### src/rtl/lcd_pkg.sv
// lcd_pkg: shared states, timing defaults and command decoding for the LCD bus scheduler
package lcd_pkg;
  typedef enum logic [2:0] {IDLE, SETUP, PULSE, HOLD, WAIT} state_t;
  localparam int DEF_T_SETUP = 2;
  localparam int DEF_T_EN_HIGH = 12;
  localparam int DEF_T_HOLD = 2;
  localparam int DEF_T_WAIT_SHORT = 2000;
  localparam int DEF_T_WAIT_LONG = 82000;
  localparam int DEF_CNT_W = 17;
  localparam logic [7:0] CLEAR = 8'h01;
  localparam logic [7:0] HOME = 8'h02;
  localparam logic [7:0] HOME_ALT = 8'h03;
  localparam logic [7:0] FUNC_SET = 8'h38;
  localparam logic [7:0] DISP_ON = 8'h0C;
  localparam logic [7:0] ENTRY = 8'h06;
  function automatic logic is_long_cmd(input logic rs, input logic [7:0] data);
    return !rs && (data == CLEAR || data == HOME || data == HOME_ALT);
  endfunction
endpackage

### src/rtl/lcd_rr_arbiter2.sv
// lcd_rr_arbiter2: two-way round-robin grant, only while the scheduler is idle
module lcd_rr_arbiter2 (
  input  logic clk,
  input  logic reset,
  input  logic en,
  input  logic req_a,
  input  logic req_b,
  output logic gnt_a,
  output logic gnt_b
);
  logic last_b;
  assign gnt_a = en && req_a && (!req_b || last_b);
  assign gnt_b = en && req_b && !gnt_a;
  always_ff @(posedge clk or posedge reset)
    if (reset) last_b <= 1'b1;
    else if (gnt_a || gnt_b) last_b <= gnt_b;
endmodule

### src/rtl/lcd_bus_scheduler.sv
// lcd_bus_scheduler: shares the HD44780 bus between two requesters and owns all bus timing
module lcd_bus_scheduler
  import lcd_pkg::*;
#(
  parameter int T_SETUP = DEF_T_SETUP,
  parameter int T_EN_HIGH = DEF_T_EN_HIGH,
  parameter int T_HOLD = DEF_T_HOLD,
  parameter int T_WAIT_SHORT = DEF_T_WAIT_SHORT,
  parameter int T_WAIT_LONG = DEF_T_WAIT_LONG,
  parameter int CNT_W = DEF_CNT_W
) (
  input  logic       clk,
  input  logic       reset,
  input  logic       a_valid,
  input  logic       a_rs,
  input  logic [7:0] a_data,
  output logic       a_ready,
  output logic       a_done,
  input  logic       b_valid,
  input  logic       b_rs,
  input  logic [7:0] b_data,
  output logic       b_ready,
  output logic       b_done,
  output logic       busy,
  output logic       lcd_en,
  output logic       lcd_rs,
  output logic       lcd_rw,
  output logic [7:0] lcd_data
);
  state_t state, state_n;
  logic [CNT_W-1:0] cnt, cnt_n, lim;
  logic idle, last, gnt_a, gnt_b, long_cmd, owner_b, fin, sel_rs;
  logic [7:0] sel_data;
  assign idle = state == IDLE;
  assign lcd_rw = 1'b0;
  lcd_rr_arbiter2 u_arb (
    .clk   (clk),
    .reset (reset),
    .en    (idle),
    .req_a (a_valid),
    .req_b (b_valid),
    .gnt_a (gnt_a),
    .gnt_b (gnt_b)
  );
  always_comb begin
    sel_rs = gnt_a ? a_rs : b_rs;
    sel_data = gnt_a ? a_data : b_data;
    lim = state == SETUP ? CNT_W'(T_SETUP) :
          state == PULSE ? CNT_W'(T_EN_HIGH) :
          state == HOLD  ? CNT_W'(T_HOLD) :
          long_cmd       ? CNT_W'(T_WAIT_LONG) : CNT_W'(T_WAIT_SHORT);
    last = (cnt + 1'b1) == lim;
    cnt_n = (idle || last) ? '0 : cnt + 1'b1;
    state_n = state;
    case (state)
      IDLE:    state_n = (gnt_a || gnt_b) ? SETUP : IDLE;
      SETUP:   state_n = last ? PULSE : SETUP;
      PULSE:   state_n = last ? HOLD : PULSE;
      HOLD:    state_n = last ? WAIT : HOLD;
      WAIT:    state_n = last ? IDLE : WAIT;
      default: state_n = IDLE;
    endcase
  end
  // Status outputs trail the state register by one cycle so every output is a flop;
  // the extra setup cycle this adds is the grant cycle itself.
  always_ff @(posedge clk or posedge reset)
    if (reset) begin
      state <= IDLE;
      cnt <= '0;
      a_ready <= 1'b0;
      b_ready <= 1'b0;
      a_done <= 1'b0;
      b_done <= 1'b0;
      busy <= 1'b0;
      lcd_en <= 1'b0;
      lcd_rs <= 1'b0;
      lcd_data <= '0;
      long_cmd <= 1'b0;
      owner_b <= 1'b0;
      fin <= 1'b0;
    end else begin
      state <= state_n;
      cnt <= cnt_n;
      a_ready <= gnt_a;
      b_ready <= gnt_b;
      busy <= !idle;
      lcd_en <= state == PULSE;
      fin <= state == WAIT && last;
      a_done <= fin && !owner_b;
      b_done <= fin && owner_b;
      if (gnt_a || gnt_b) begin
        lcd_rs <= sel_rs;
        lcd_data <= sel_data;
        long_cmd <= is_long_cmd(sel_rs, sel_data);
        owner_b <= gnt_b;
      end
    end
endmodule

### config.mk
export PLATFORM = sky130hd
export DESIGN_NAME = lcd_bus_scheduler
export DESIGN_NICKNAME = d
export VERILOG_FILES = /design/src/rtl/lcd_pkg.sv /design/src/rtl/lcd_rr_arbiter2.sv /design/src/rtl/lcd_bus_scheduler.sv
export SDC_FILE = /design/constraint.sdc
export NUM_CORES = 1
export LEC_CHECK = 0
export CAP_MARGIN = 20
export CELL_PAD_IN_SITES_DETAIL_PLACEMENT = 0
export CELL_PAD_IN_SITES_GLOBAL_PLACEMENT = 2
export CORE_ASPECT_RATIO = 1.25
export CORE_MARGIN = 3
export CORE_UTILIZATION = 30
export DETAILED_ROUTE_END_ITERATION = 10
export GPL_ROUTABILITY_DRIVEN = 0
export GPL_TIMING_DRIVEN = 0
export PLACE_DENSITY = 0.83
export SLEW_MARGIN = 0
export SYNTH_ARGS = -nofsm -noshare
export SYNTH_HDL_FRONTEND = slang
export SYNTH_SLANG_ARGS = --single-unit
### constraint.sdc
create_clock -name clk -period 2.4 [get_ports clk]
set_input_delay 0.24 -clock clk [delete_from_list [all_inputs] [get_ports clk]]
set_output_delay 0.24 -clock clk [all_outputs]
set_load 0.01 [all_outputs]
==> results.tsv <==
stage	metric	value	unit
pwr	static leakage	0.00142	uW
yosys	post-synthesis cell count	240	
floorplanning	standard-cell row count	35	
timing	RSZ-0062 raised after global routing	yes	
placement	worst slack at placement	-0.495	ns
global_routing	first-pass GRT wire length	10100	microns
pwr	total power	1190	uW
pwr	sw power	291	uW
yosys	synthesized area	2320	sq um
yosys	average size of a mapped cell	9.65	sq um
cts	Num Clock Sinks	39	
pwr	Pwr Density	361	nW/um^2
drt	Routed WL	6070	microns
timing	measured slew at the worst slew-check pin	0.830	ns
cells_and_area	Final #Nets	334	
timing	Slew headroom	0.446	
drt	1st-iter DRT viols	84	
yosys	register area share after synthesis	0.422	
cts	Clk pin slew, worst setup/hold paths	0.09	ns
global_routing	antenna violations before repair	0	
setup_path	Worst EP required	2.56	ns
yosys	number of synthesized flops with an enable pin	0	
placement	I/O Buffers	36	
global_routing	vias in the first global route	2051	
global_routing	total gr overflow	0	
cts	cts hold-fix bufs	0	
timing	endpoints failing setup	18	
cells_and_area	Area growth syn-to-layout	42.4	%
yosys	#FFs+latches synth	39	
yosys	largest cells by area after synthesis	dfrtp_1 (41%), xnor2_1 (6.4%), mux2i_1 (4.3%)	
timing	crit path time final	2.55	ns
drt	Antenna Nets Post-Route	0	
yosys	most frequent cell after synthesis	dfrtp_1	
pwr	Pint	900	uW
pwr	switching share of total power	0.244	
cts	clk buf depth	2	
setup_path	CP Class	reg2reg	
yosys	Synthesized Nets	263	
timing	f_max	0.392	GHz
cts	H-Tree Depth	2	
timing	Slew Limit Fails	0	
cts	CTS tree	built	
cells_and_area	share of layout cells above drive strength 1	0.304	
outcome	status	complete, but fails checks	
drt	first-pass iteration count of the detailed router	4	
drt	Avg WL per Cell	15.0	microns
floorplanning	IO Pins	38	
drt	DR vias	2044	
pwr	Flop pwr share	0.551	
timing	minimum hold slack	0.411	ns
cells_and_area	register area	983	sq um
floorplanning	core area	7440	sq um
setup_path	Critical Path AT	2.71	ns
pwr	combinational power share	0.051	
cts	Clk Latency, worst-skew pair	0.30	ns
min_path	hold crit path type	in2async	
setup_path	kind of start point of the critical path	flop	
yosys	Commonest cells post-synth	dfrtp_1 (38), nand2_1 (24), nor3_1 (17), xnor2_1 (17), o21ai_0 (16)	
drt	Via density	5.06	
outcome	failing checks	setup timing	
timing	Setup Total Neg Slack	-2.05	ns
timing	part of the cycle the worst path needs	1.06	
cells_and_area	number of fillers in the final layout	732	
floorplanning	Initial Util	0.311	
timing	Worst Clk Skew	0.00934	ns
drt	DRC viols	0	
cells_and_area	Non-Filler Instances	404	
timing	Final Hold Fails	0	
global_routing	total track usage	0.142	
cells_and_area	area of the multi-input gates	1380	sq um
cts	Root Driver	clkbuf_8	
cts	CTS Buf Count	5	
timing	final worst slack	-0.148	ns
job	Max-Cap Viols	0	
yosys	synth warn	0	
yosys	Main synth FF type	dfrtp_1	
placement	DP HPWL	4120	microns
yosys	share of flip-flops with an asynchronous set or reset	1.00	
floorplanning	area of the die	8820	sq um
cells_and_area	# diodes	0	
floorplanning	die width	84.6	microns
placement	placed cell count	368	
yosys	Synth area leader	dfrtp_1	
global_routing	largest net degree at the start of global routing	40	
yosys	post-synth cell types	52	
setup_path	Critical Path Sink Type	flop	
setup_path	maximum fanout along the worst path	7	
yosys	Yosys top cell area share	0.411	
floorplanning	Vert. Die Dim	104	microns
pwr	Clock power frac	0.397	
pwr	VDD IR-drop max	0.000223	V
critical path: stages (launching register included):
cell,delay (ns)
dfrtp_1,0.33
buf_4,0.15
nand3_4,0.13
or4_4,0.44
a211o_1,0.28
mux2i_2,0.21
buf_4,0.15
nor2_2,0.04
nor4b_4,0.41
buf_4,0.22
nor3b_1,0.05
logic make-up after synthesis:
kind of cell | share of synthesized area
AOI/OAI and AO/OA | 0.0945
xor gates and xnor gates | 0.0816
adders and majority gates | 0.00540
buffers and inverters | 0.0567
DFF | 0.422
muxes | 0.0589
other | 0.00162
and+or+nand+nor | 0.279
metrics by stage:
stage | cell area [sq um] | util
after floorplan | 2360 | -
after detailed placement | 2840 | 0.382
final | 3300 | 0.443
after global placement | 2840 | 0.382
after CTS | 3130 | 0.421
after global routing | 3300 | 0.443
cell usage in the layout, fill, tap and decap left out, types with 3 or more instances in the layout:
cell	n
mux2i_1	10
nand4_1	5
clkbuf_8	5
clkdlybuf4s50_1	36
nor2_1	7
xnor2_1	15
nor3_4	3
nand2_1	23
buf_6	7
and3_1	5
dfrtp_1	33
nor4_1	4
nor3_2	9
and2_1	3
inv_1	8
clkbuf_1	4
o21ai_0	15
nor3_1	14
buf_4	30
nand3_1	9
dfrtp_2	5
nor4_4	3
path summary, 6_finish.rpt:
| path | start | end | depth (start not counted) | slack, ns |
|---|---|---|---|---|
| setup / recovery | cnt[5] | cnt[1] | 10 | -0.15 |
| min in group clk | owner_b | a_done | 1 | 0.45 |
| setup reg to reg | cnt[5] | cnt[1] | 10 | -0.15 |
| max in group asynchronous | reset | cnt[1] | 2 | 1.40 |
| hold / removal | reset | lcd_data[2] | 2 | 0.41 |
| hold reg to reg | owner_b | a_done | 1 | 0.45 |
power groups by stage:
stage / sequential (uW) / combinational [uW] / clock (uW)
CTS: 657 / 62.7 / 493
finish: 656 / 61.1 / 473
detailed placement: 670 / 62.8 / 0
floorplan: 670 / 17.6 / 0
global route: 657 / 67.7 / 521
global placement: 670 / 62.1 / 0
what timing repair did:
| item | 4_1_cts | 5_1_grt |
|---|---|---|
| pin swaps | 11 | 11 |
| setup endpoints to repair | 19 | 20 |
| gates resized for setup | 16 | 18 |
| cloned | 1 | 0 |
| buffers inserted | 17 | 10 |
routing by layer:
layer | track usage | routed length [microns] | up-vias | share of wire
met1 | 0.178 | 2590 | 981 | 0.43
met3 | 0.0293 | 299 | 13 | 0.049
met2 | 0.238 | 3030 | 55 | 0.50
li1 | - | - | 995 | -
met5 | 0 | 0 | - | 0
met4 | 0.0566 | 151 | 0 | 0.025
layout make-up:
cell class	instances	share of cell area
multi-input cells	176	0.418
flip-flops and latches	39	0.298
repair buffers	64	0.174
well taps	92	0.0349
plain buffers	15	0.0345
clock buffers	5	0.0209
inverters	10	0.0114
clock inverters	3	0.00759
flip-flops by register name, indices dropped and copies added (netlist names):
signal,flops
cnt,17
lcd_data,8
state,3
a_done,1
a_ready,1
b_done,1
b_ready,1
busy,1
fin,1
lcd_en,1
lcd_rs,1
long_cmd,1
owner_b,1
u_arb.last_b,1
(Power assumes the default switching activity.)
